$ cat src/rtl/core_pkg.sv
// Shared core constants: datapath width, canonical NOP and base-ISA opcodes.
// No logic; imported by the fetch stage and the decoder.
// Fetch-stage sizing (buffer depth, discard counter width) also lives here.
package core_pkg;

   localparam int XLEN = 32;
   localparam int ILEN = 32;

   // addi x0, x0, 0
   localparam logic [ILEN-1:0] NOP_INSTR = 32'h0000_0013;

   localparam logic [6:0] OPCODE_LOAD   = 7'b000_0011;
   localparam logic [6:0] OPCODE_STORE  = 7'b010_0011;
   localparam logic [6:0] OPCODE_OP_IMM = 7'b001_0011;
   localparam logic [6:0] OPCODE_OP     = 7'b011_0011;
   localparam logic [6:0] OPCODE_BRANCH = 7'b110_0011;
   localparam logic [6:0] OPCODE_JAL    = 7'b110_1111;
   localparam logic [6:0] OPCODE_JALR   = 7'b110_0111;
   localparam logic [6:0] OPCODE_LUI    = 7'b011_0111;
   localparam logic [6:0] OPCODE_AUIPC  = 7'b001_0111;

   // Responses still owed by memory for flushed requests; headroom for
   // back-to-back redirects against a slow memory.
   localparam int DISCARD_W = 4;

endpackage

$ cat src/rtl/core_if_stage_if.sv
// Instruction-memory request/response bundle between fetch and imem.
// Request side is valid/ready; responses are in order and cannot be stalled.
// master = fetch stage, slave = memory.
interface core_if_stage_if #(parameter int XLEN = core_pkg::XLEN);

   logic            req_valid;
   logic            req_ready;
   logic [XLEN-1:0] addr;
   logic            rsp_valid;
   logic [31:0]     rsp_data;

   modport master (output req_valid, addr, input req_ready, rsp_valid, rsp_data);
   modport slave  (input req_valid, addr, output req_ready, rsp_valid, rsp_data);

endinterface

$ cat src/rtl/core_if_stage_fetch_buffer.sv
// Two-entry in-order fetch queue: allocate on request, fill on response, pop to decode.
// Latency: a response is visible at the head the cycle after it arrives.
// Backpressure: full blocks new allocations; flush clears entries and counts responses to drop.
module fetch_buffer
   import core_pkg::*;
#(
   parameter int XLEN = core_pkg::XLEN
) (
   input  logic                 clk,
   input  logic                 rst,
   input  logic                 flush,
   input  logic                 alloc,
   input  logic [XLEN-1:0]      alloc_pc,
   input  logic                 rsp_vld,
   input  logic [ILEN-1:0]      rsp_dat,
   input  logic                 pop,
   output logic                 full,
   output logic                 head_vld,
   output logic [XLEN-1:0]      head_pc,
   output logic [ILEN-1:0]      head_instr,
   output logic [DISCARD_W-1:0] discard_cnt
);

   logic [XLEN-1:0]      pc_q    [2];
   logic [ILEN-1:0]      instr_q [2];
   logic                 head_q;
   logic [1:0]           cnt_q;
   logic [1:0]           nfill_q;
   logic [DISCARD_W-1:0] discard_q;

   // Filled entries always sit contiguously from the head, so counts replace per-entry flags.
   logic [1:0]           unfilled;
   logic                 rsp_drop;
   logic                 rsp_take;
   logic                 do_pop;
   logic                 fill_idx;
   logic                 alloc_idx;
   logic [DISCARD_W-1:0] pend;
   logic [DISCARD_W-1:0] flush_discard;

   assign unfilled  = cnt_q - nfill_q;
   assign rsp_drop  = rsp_vld && (discard_q != '0);
   assign rsp_take  = rsp_vld && (discard_q == '0) && (unfilled != 2'd0);
   assign do_pop    = pop && (nfill_q != 2'd0);
   assign fill_idx  = head_q ^ nfill_q[0];
   assign alloc_idx = head_q ^ cnt_q[0];

   // Everything still owed by memory after a flush; a response in the flush cycle is the oldest of them.
   assign pend          = discard_q + DISCARD_W'(unfilled);
   assign flush_discard = (rsp_vld && pend != '0) ? pend - 1'b1 : pend;

   assign full        = (cnt_q == 2'd2);
   assign head_vld    = (nfill_q != 2'd0);
   assign head_pc     = pc_q[head_q];
   assign head_instr  = instr_q[head_q];
   assign discard_cnt = discard_q;

   // Occupancy, fill level and discard bookkeeping; flush outranks every other update.
   always_ff @(posedge clk or posedge rst) begin
      if (rst) begin
         head_q    <= 1'b0;
         cnt_q     <= 2'd0;
         nfill_q   <= 2'd0;
         discard_q <= '0;
      end else if (flush) begin
         head_q    <= 1'b0;
         cnt_q     <= 2'd0;
         nfill_q   <= 2'd0;
         discard_q <= flush_discard;
      end else begin
         if (rsp_drop) discard_q <= discard_q - 1'b1;
         if (do_pop)   head_q    <= ~head_q;
         cnt_q   <= cnt_q + {1'b0, alloc} - {1'b0, do_pop};
         nfill_q <= nfill_q + {1'b0, rsp_take} - {1'b0, do_pop};
      end
   end

   // Entry payload; validity is carried by the counters, so no reset is needed here.
   always_ff @(posedge clk) begin
      if (alloc && !flush)    pc_q[alloc_idx]   <= alloc_pc;
      if (rsp_take && !flush) instr_q[fill_idx] <= rsp_dat;
   end

   // A response with nothing outstanding and nothing to discard is a memory protocol error.
   logic stray_rsp;
   assign stray_rsp = rsp_vld && (discard_q == '0) && (unfilled == 2'd0);
   assert property (@(posedge clk) disable iff (rst) !stray_rsp);

endmodule

$ cat src/rtl/core_if_stage.sv
// Fetch stage: issues word-aligned PCs to imem and presents in-order instructions to decode.
// Latency: request accepted in N, 1-cycle memory -> valid_o in N+2; redirect in R -> new request in R+1.
// Backpressure: decode stall holds the head; issue stops when both buffer entries are allocated.
module core_if_stage
   import core_pkg::*;
#(
   parameter int              XLEN     = core_pkg::XLEN,
   parameter logic [XLEN-1:0] RESET_PC = '0
) (
   input  logic                clk_i,
   input  logic                rst_i,
   input  logic                stall_i,
   input  logic                redirect_i,
   input  logic [XLEN-1:0]     redirect_pc_i,
   core_if_stage_if.master     imem,
   output logic                valid_o,
   output logic [ILEN-1:0]     instr_o,
   output logic [XLEN-1:0]     pc_o
);

   logic                 full;
   logic                 head_vld;
   logic [XLEN-1:0]      head_pc;
   logic [ILEN-1:0]      head_instr;
   logic                 accept;
   logic [XLEN-1:0]      fetch_pc_q;
   logic [XLEN-1:0]      redirect_target;
   logic [DISCARD_W-1:0] discard_cnt;

   // Issue looks only at registered occupancy, so a slot freed by a pop is reused the next cycle.
   assign imem.req_valid  = !full && !redirect_i && !rst_i;
   assign imem.addr       = fetch_pc_q;
   assign accept          = imem.req_valid && imem.req_ready;
   assign redirect_target = redirect_pc_i & ~XLEN'(3);

   // Next fetch address: redirect target wins, otherwise advance one word per accepted request.
   always_ff @(posedge clk_i or posedge rst_i) begin
      if (rst_i)           fetch_pc_q <= RESET_PC;
      else if (redirect_i) fetch_pc_q <= redirect_target;
      else if (accept)     fetch_pc_q <= fetch_pc_q + XLEN'(4);
   end

   fetch_buffer #(.XLEN(XLEN)) u_buf (
      .clk         (clk_i),
      .rst         (rst_i),
      .flush       (redirect_i),
      .alloc       (accept),
      .alloc_pc    (fetch_pc_q),
      .rsp_vld     (imem.rsp_valid),
      .rsp_dat     (imem.rsp_data),
      .pop         (head_vld && !stall_i),
      .full        (full),
      .head_vld    (head_vld),
      .head_pc     (head_pc),
      .head_instr  (head_instr),
      .discard_cnt (discard_cnt)
   );

   assign valid_o = head_vld;
   assign instr_o = head_vld ? head_instr : NOP_INSTR;
   assign pc_o    = head_vld ? head_pc    : '0;

endmodule
$ cat src/flat_wrapper.sv
// flat-port wrapper written by rule: the top's interface ports become plain ports
module core_if_stage_flat import core_pkg::*;
#(
   parameter int              XLEN     = core_pkg::XLEN,
   parameter logic [XLEN-1:0] RESET_PC = '0
)
  (clk_i, rst_i, stall_i, redirect_i, redirect_pc_i, valid_o, instr_o, pc_o, imem_req_valid, imem_addr, imem_req_ready, imem_rsp_valid, imem_rsp_data);
  core_if_stage_if #(.XLEN(XLEN)) imem_i ();
  input  logic clk_i;
  input  logic rst_i;
  input  logic stall_i;
  input  logic redirect_i;
  input  logic [XLEN-1:0] redirect_pc_i;
  output logic valid_o;
  output logic [ILEN-1:0] instr_o;
  output logic [XLEN-1:0] pc_o;
  output wire logic [$bits(imem_i.req_valid)-1:0] imem_req_valid;
  output wire logic [$bits(imem_i.addr)-1:0] imem_addr;
  input wire logic [$bits(imem_i.req_ready)-1:0] imem_req_ready;
  input wire logic [$bits(imem_i.rsp_valid)-1:0] imem_rsp_valid;
  input wire logic [$bits(imem_i.rsp_data)-1:0] imem_rsp_data;
  assign imem_req_valid = imem_i.req_valid;
  assign imem_addr = imem_i.addr;
  assign imem_i.req_ready = imem_req_ready;
  assign imem_i.rsp_valid = imem_rsp_valid;
  assign imem_i.rsp_data = imem_rsp_data;
  core_if_stage #(.XLEN(XLEN), .RESET_PC(RESET_PC)) u_core (.clk_i(clk_i), .rst_i(rst_i), .stall_i(stall_i), .redirect_i(redirect_i), .redirect_pc_i(redirect_pc_i), .imem(imem_i), .valid_o(valid_o), .instr_o(instr_o), .pc_o(pc_o));
endmodule
$ cat config.mk
export PLATFORM = sky130hd
export DESIGN_NAME = core_if_stage_flat
export DESIGN_NICKNAME = d
export VERILOG_FILES = /design/src/rtl/core_pkg.sv /design/src/rtl/core_if_stage_if.sv /design/src/rtl/core_if_stage_fetch_buffer.sv /design/src/rtl/core_if_stage.sv /design/src/flat_wrapper.sv
export SDC_FILE = /design/constraint.sdc
export NUM_CORES = 1
export LEC_CHECK = 0
export CORE_MARGIN = 2
export CORE_UTILIZATION = 46
export DETAILED_ROUTE_END_ITERATION = 16
export PLACE_DENSITY = 0.8
export RECOVER_POWER = 100
export SLEW_MARGIN = 20
export SYNTH_ARGS = -nofsm -noshare
export SYNTH_HDL_FRONTEND = slang
export SYNTH_HIERARCHICAL = 1
export SYNTH_SLANG_ARGS = --single-unit
$ cat constraint.sdc
create_clock -name clk_i -period 4.29 [get_ports clk_i]
set_input_delay 1.287 -clock clk_i [delete_from_list [all_inputs] [get_ports clk_i]]
set_output_delay 1.287 -clock clk_i [all_outputs]
set_load 0.03 [all_outputs]
==> flow_metrics.py, run 1 <==
metrics = {
    "critical_path": {
        "cp_max_fo": 5,
        "critPathBufInv": 2,
        "required_ns": 3.00,
        "cp-end-kind": "output pin",
        "slowest_delay_ns": 0.70,
        "ff2ff_path_depth": 5,
        "slowest_stage": "clkdlybuf4s50_1",
        "crit_family": "buffers and inverters",
        "arrival_ns": 2.75,
        "crit_path_start_kind": "primary input",
        "cp_cell_sequence": "dlygate4sd3_1, nor3_1, clkdlybuf4s50_1",
        "crit_type": "in -> out",
        "path_depth": 3,
    },
    "logic_synthesis": {
        "synthArstFlopShare": 0.2335,
        "yosys-top-cells-count": "128 x edfxtp_1, 64 x and2_1, 64 x mux2_2, 39 x dfrtp_1, 26 x nand2_1",
        "synth.avg_cell_area_um2": 13.23,
        "synth_area_um2": 7754,
        "ys_top_cells_by_area": "edfxtp_1 50%, dfrtp_1 13%, mux2_2 9.3%",
        "synthFlopType": "edfxtp_1",
        "yosysMostFrequentCell": "edfxtp_1",
        "synth_top_area_cell": "edfxtp_1",
        "ys_seq_elements": 167,
        "synth_edf_count": 128,
        "synth_top_area_frac": 0.4957,
        "yosysWarnings": 6,
        "synth_cell_types": 57,
        "seq_area_frac_synth": 0.6216,
        "synthCells": 586,
    },
    "pwr": {
        "ir_drop_mv": 0.2837,
        "p_leak_nw": 3.803,
        "p_comb_frac": 0.117,
        "pwr-share-seq": 0.499,
        "clock_power_share": 0.384,
        "p_int_w": 0.002836,
        "power_w": 0.003810,
        "power_switching_share": 0.2556,
        "p_per_area_nw_per_um2": 373.6,
        "p_switching_w": 0.0009739,
    },
    "clock_tree": {
        "htree_levels": 4,
        "postCtsSetupRepairBufs": 0,
        "clkLatencyLatePin_ns": 0.42,
        "cts_sinks": 167,
        "post_cts_resized": 0,
        "clkTransAtPathRegs_ns": 0.07,
        "hold_buffers": 0,
        "cts-buffers-inserted": 17,
        "clockBufferDepth": 2,
        "cts-root-buf": "clkbuf_16",
        "cts_tree": "yes",
    },
    "finish": {
        "drive_gt1_frac": 0.1490,
        "final_nets": 834,
        "antenna_cells": 0,
        "area_growth_pct": 31.52,
        "seqCellArea_um2": 4821,
        "num-fill-cells": 1254,
        "multi_input_area_um2": 2745,
    },
    "placed_design": {
        "gp_congestion": 0.8800,
        "dpl.hpwl_um": 11740,
        "portBuffers": 163,
    },
    "timing": {
        "rsz0062_at_grt": "no",
        "min_period_ns": 4.040,
        "slew_viol_final": 31,
        "min_period_over_period": 0.9417,
        "tightest_slew_ns": 1.677,
        "setup_viol_count_final": 0,
        "fin_setup_tns_ns": 0,
        "final.setup_skew_ns": 0.009661,
        "finalHoldViolations": 0,
        "fmax_mhz": 247.5,
        "whs_ns": 0.5618,
        "relSlewSlack": -0.1177,
    },
    "worst_hold_path": {
        "hold-path-cell-count": 0,
        "hold_class": "reg -> reg",
    },
    "floorplan": {
        "initial_utilization": 0.4692,
        "fp.dieH_um": 133.8,
        "die_w_um": 133.8,
        "rows": 47,
        "io_pins": 168,
        "core_area_um2": 16520,
        "die_area_um2": 17910,
    },
    "route": {
        "wl_met3_um": 1350,
        "routed.top_layer": "met4",
        "drtIter0Drc": 473,
        "dr_wl_met2_um": 8248,
        "ant_nets": 0,
        "drc_errors": 0,
        "wl_met1_um": 7604,
        "vias": 5453,
        "vias_per_cell": 5.536,
        "post_drt_wl_per_cell_um": 17.83,
        "first_pass_iters": 5,
        "wirelength_um": 17560,
    },
    "run": {
        "max_cap_violations": 1,
    },
    "global_routing": {
        "grt_usage": 0.2028,
        "grt_remaining_overflow": 0,
        "grt_pass1_vias": 5399,
        "grt_first_pass_wirelength_um": 28210,
        "antenna_found_initial": 0,
        "grt_max_degree": 68,
    },
    "outcome": {
        "violations": "max-capacitance violations, max-slew violations",
        "outcome": "finished, violations left",
    },
}
-- worst paths after layout --
kind                                            start                       end  slack, ns
worst max-delay path                            rst_i            imem_req_valid       0.25
worst min-delay path             u_core/imem.addr[10]  u_core/u_buf/pc_q[0][10]       0.56
worst max register to register  u_core/u_buf/cnt_q[1]   u_core/u_buf/pc_q[0][7]       1.37
worst min register to register   u_core/imem.addr[10]  u_core/u_buf/pc_q[0][10]       0.56
max in group asynchronous                       rst_i       u_core/imem.addr[3]       1.34
min in group asynchronous                       rst_i     u_core/u_buf/cnt_q[0]       1.39
-- cell type report --
cell class	instances	area share
clock buffers	22	0.04871
inverters	22	0.008344
well taps	220	0.02699
multi-input cells	371	0.2692
clock inverters	10	0.007975
flip-flops and latches	167	0.4728
repair buffers	173	0.1660
-- kinds of logic after synthesis --
| kind of cell | synth area share |
|---|---|
| AOI/OAI and AO/OA | 0.05083 |
| xor gates and xnor gates | 0.02421 |
| adders and majority gates | 0.02033 |
| buffers and inverters | 0.02985 |
| DFF | 0.6216 |
| muxes | 0.09553 |
| other | 0.0004836 |
| and+or+nand+nor | 0.1572 |
-- power by group through the flow --
stage | registers, W | clock network, W | logic, W
6_report | 0.00190 | 0.00146 | 0.000444
5_1_grt | 0.00191 | 0.00157 | 0.000479
4_1_cts | 0.00190 | 0.00150 | 0.000458
3_5_place_dp | 0.00193 | 0 | 0.000455
3_3_place_gp | 0.00193 | 0 | 0.000424
2_1_floorplan | 0.00195 | 0 | 0.000233
-- registers in the layout, summed over array words and instances (netlist names) --
name	count
u_core/u_buf/nfill_q	2
u_core/imem.addr	30
u_core/u_buf/cnt_q	2
u_core/u_buf/pc_q	64
u_core/u_buf/head_q	1
u_core/u_buf/instr_q	64
u_core/u_buf/discard_cnt	4
-- stage by stage --
step	worst slack [ns]	std cells	utilization	instance area, um^2
2_1_floorplan	0.4267	591	-	7787
3_3_place_gp	0.3581	953	0.5848	9663
3_5_place_dp	0.3691	953	0.5848	9663
4_1_cts	0.2774	985	0.6197	10240
5_1_grt	0.1812	985	0.6171	10200
6_report	0.2499	985	0.6171	10200
-- worst register-to-register path, cell delays in order (launching register included) --
cell	delay, ns
dfrtp_1	0.42
nor2b_1	0.19
or3b_1	0.62
nor2_1	0.25
and3b_1	0.46
clkbuf_2	0.61
-- layout by cell type (no fill, tap or decap), types with 17 or more instances in the layout --
cell	count
nand3_1	21
dfrtp_1	38
dlygate4sd3_1	126
nand2_1	26
inv_1	19
nor2_1	17
or4_1	20
edfxtp_1	128
and2_1	63
mux2_2	64
o21ai_0	17
clkdlybuf4s50_1	36
clkbuf_16	19
-- routing by layer --
layer,vias up,GRT usage
met4,0,0.07565
li1,2517,-
met3,34,0.04460
met5,-,0
met1,2591,0.2771
met2,311,0.3205
Power figures use the tool's default switching activity.
==> run 2, diff against run 1 <==
--- a/config.mk
+++ b/config.mk
@@ -5,11 +5,13 @@
 export SDC_FILE = /design/constraint.sdc
 export NUM_CORES = 1
 export LEC_CHECK = 0
+export ABC_CLOCK_PERIOD_IN_PS = 4290
 export CORE_MARGIN = 2
 export CORE_UTILIZATION = 46
 export DETAILED_ROUTE_END_ITERATION = 16
 export PLACE_DENSITY = 0.8
 export RECOVER_POWER = 100
+export REMOVE_ABC_BUFFERS = 1
 export SLEW_MARGIN = 20
 export SYNTH_ARGS = -nofsm -noshare
 export SYNTH_HDL_FRONTEND = slang
==> run 2 against run 1 <==
Net effect:
- the flow still finishes with violations (max-capacitance violations, max-slew violations)
- critical path type unchanged
- largest power group unchanged
- via count shrank 0.33%
- maximum frequency shrank 0.16%
- largest cell class unchanged
- highest routed layer unchanged
- critical endpoint unchanged
- design area is essentially flat
- clock power grew 5%
==> flow_metrics.py, run 2 (synthesis results as in run 1) <==
metrics = {
    "route": {
        "first_pass_iters": 5,
        "vias": 5435,
        "ant_nets": 0,
        "wirelength_um": 17620,
        "post_drt_wl_per_cell_um": 17.91,
        "vias_per_cell": 5.523,
        "drtIter0Drc": 478,
        "drc_errors": 0,
    },
    "global_routing": {
        "grt_remaining_overflow": 0,
        "antenna_found_initial": 0,
        "grt_pass1_vias": 5462,
        "grt_usage": 0.2006,
        "grt_first_pass_wirelength_um": 27900,
        "grt_max_degree": 68,
    },
    "pwr": {
        "power_w": 0.003884,
        "p_per_area_nw_per_um2": 380.6,
        "ir_drop_mv": 0.2742,
        "p_leak_nw": 3.793,
    },
    "critical_path": {
        "ff2ff_setup_slack_ns": 1.43,
        "crit_type": "in -> out",
        "endpoint": "imem_req_valid",
        "ff2ff_path_depth": 5,
        "r2r_start": "u_core/u_buf/cnt_q[1]",
        "required_ns": 3.00,
        "cp_max_fo": 5,
        "r2r-end": "u_core/imem.addr[22]",
        "arrival_ns": 2.76,
        "crit_path_start_kind": "primary input",
        "crit_start": "rst_i",
        "cp-end-kind": "output pin",
    },
    "finish": {
        "final_cell_mix": "128 x edfxtp_1, 126 x dlygate4sd3_1, 64 x mux2_2",
        "antenna_cells": 0,
        "final_nets": 833,
        "area_growth_pct": 31.64,
        "drive_gt1_frac": 0.1414,
        "num-fill-cells": 1264,
        "final_common_cell": "edfxtp_1",
        "fin_util": 0.6177,
    },
    "clock_tree": {
        "clockBufferDepth": 2,
        "postCtsSetupRepairBufs": 0,
        "htree_levels": 4,
        "cts_sinks": 167,
        "clkLatencyLatePin_ns": 0.41,
        "post_cts_resized": 0,
        "cts-buffers-inserted": 17,
        "cts-root-buf": "clkbuf_16",
        "clkTransAtPathRegs_ns": 0.06,
        "cts_tree": "yes",
        "hold_buffers": 0,
    },
    "worst_hold_path": {
        "hold_class": "reg -> reg",
    },
    "floorplan": {
        "core_area_um2": 16520,
        "fp.dieH_um": 133.8,
        "io_pins": 168,
        "rows": 47,
        "die_w_um": 133.8,
        "die_area_um2": 17910,
        "initial_utilization": 0.4692,
    },
    "timing": {
        "fmax_mhz": 247.1,
        "tightest_slew_ns": 1.638,
        "min_period_over_period": 0.9432,
        "slew_viol_final": 31,
        "final.setup_skew_ns": 0.003986,
        "relSlewSlack": -0.09215,
        "min_period_ns": 4.046,
        "setup_viol_count_final": 0,
        "fin_setup_tns_ns": 0,
        "finalHoldViolations": 0,
        "rsz0062_at_grt": "no",
    },
    "outcome": {
        "violations": "max-capacitance violations, max-slew violations",
        "outcome": "finished, violations left",
    },
    "run": {
        "max_cap_violations": 1,
    },
    "placed_design": {
        "gp_congestion": 0.8360,
        "portBuffers": 163,
        "dpl.hpwl_um": 11610,
    },
}
==> run 2: routing by layer <==
layer / global-route usage / share of wire / routed length [um] / up-vias
met5: 0 / 0 / 0 / -
li1: - / - / - / 2505
met4: 0.07210 / 0.022 / 394 / 0
met1: 0.2441 / 0.41 / 7239 / 2628
met2: 0.3456 / 0.49 / 8638 / 255
met3: 0.05253 / 0.077 / 1349 / 47
==> run 2: layout make-up <==
| cell class | instances | area (um^2) | share of cell area |
|---|---|---|---|
| tap | 220 | 275.3 | 0.02697 |
| clock inverter | 10 | 152.6 | 0.01495 |
| clock buffer | 22 | 444.2 | 0.04352 |
| timing repair buffer | 172 | 1702 | 0.1667 |
| multi-input combinational | 371 | 2728 | 0.2672 |
| sequential | 167 | 4821 | 0.4723 |
| inverter | 22 | 85.08 | 0.008335 |
==> run 2: power breakdown <==
group | internal, W | switching (W)
clock | 0.000968 | 0.000573
sequential | 0.00181 | 0.0000972
combinational | 0.000194 | 0.000246
total | 0.00297 | 0.000916
==> run 2: worst min-delay path by stage <==
stage | start | end | slack [ns] | depth (start not counted)
after detailed placement | u_core/imem.addr[31] | u_core/u_buf/pc_q[0][31] | 0.53 | 0
after global placement | u_core/imem.addr[31] | u_core/u_buf/pc_q[0][31] | 0.53 | 0
final | u_core/imem.addr[31] | u_core/u_buf/pc_q[1][31] | 0.55 | 0
after floorplan | u_core/u_buf/nfill_q[1] | u_core/u_buf/nfill_q[1] | 0.53 | 2
after CTS | u_core/imem.addr[31] | u_core/u_buf/pc_q[1][31] | 0.56 | 0
after global routing | u_core/imem.addr[31] | u_core/u_buf/pc_q[1][31] | 0.57 | 0
==> run 2: worst max-delay path, cell delays in order <==
cell             delay (ns)
dlygate4sd3_1          0.61
nor3_1                 0.17
clkdlybuf4s50_1        0.70
==> run 2: per-stage QoR <==
stage                     std cells  hold slack, ns  setup slack [ns]  instance area, um^2
after floorplan                 560          0.5255           -0.5095                 7626
final                           984          0.5549            0.2436                10210
after CTS                       984          0.5554            0.2343                10230
after global placement          952          0.5288            0.3250                 9637
after detailed placement        952          0.5349            0.3308                 9637
after global routing            984          0.5741            0.1916                10210
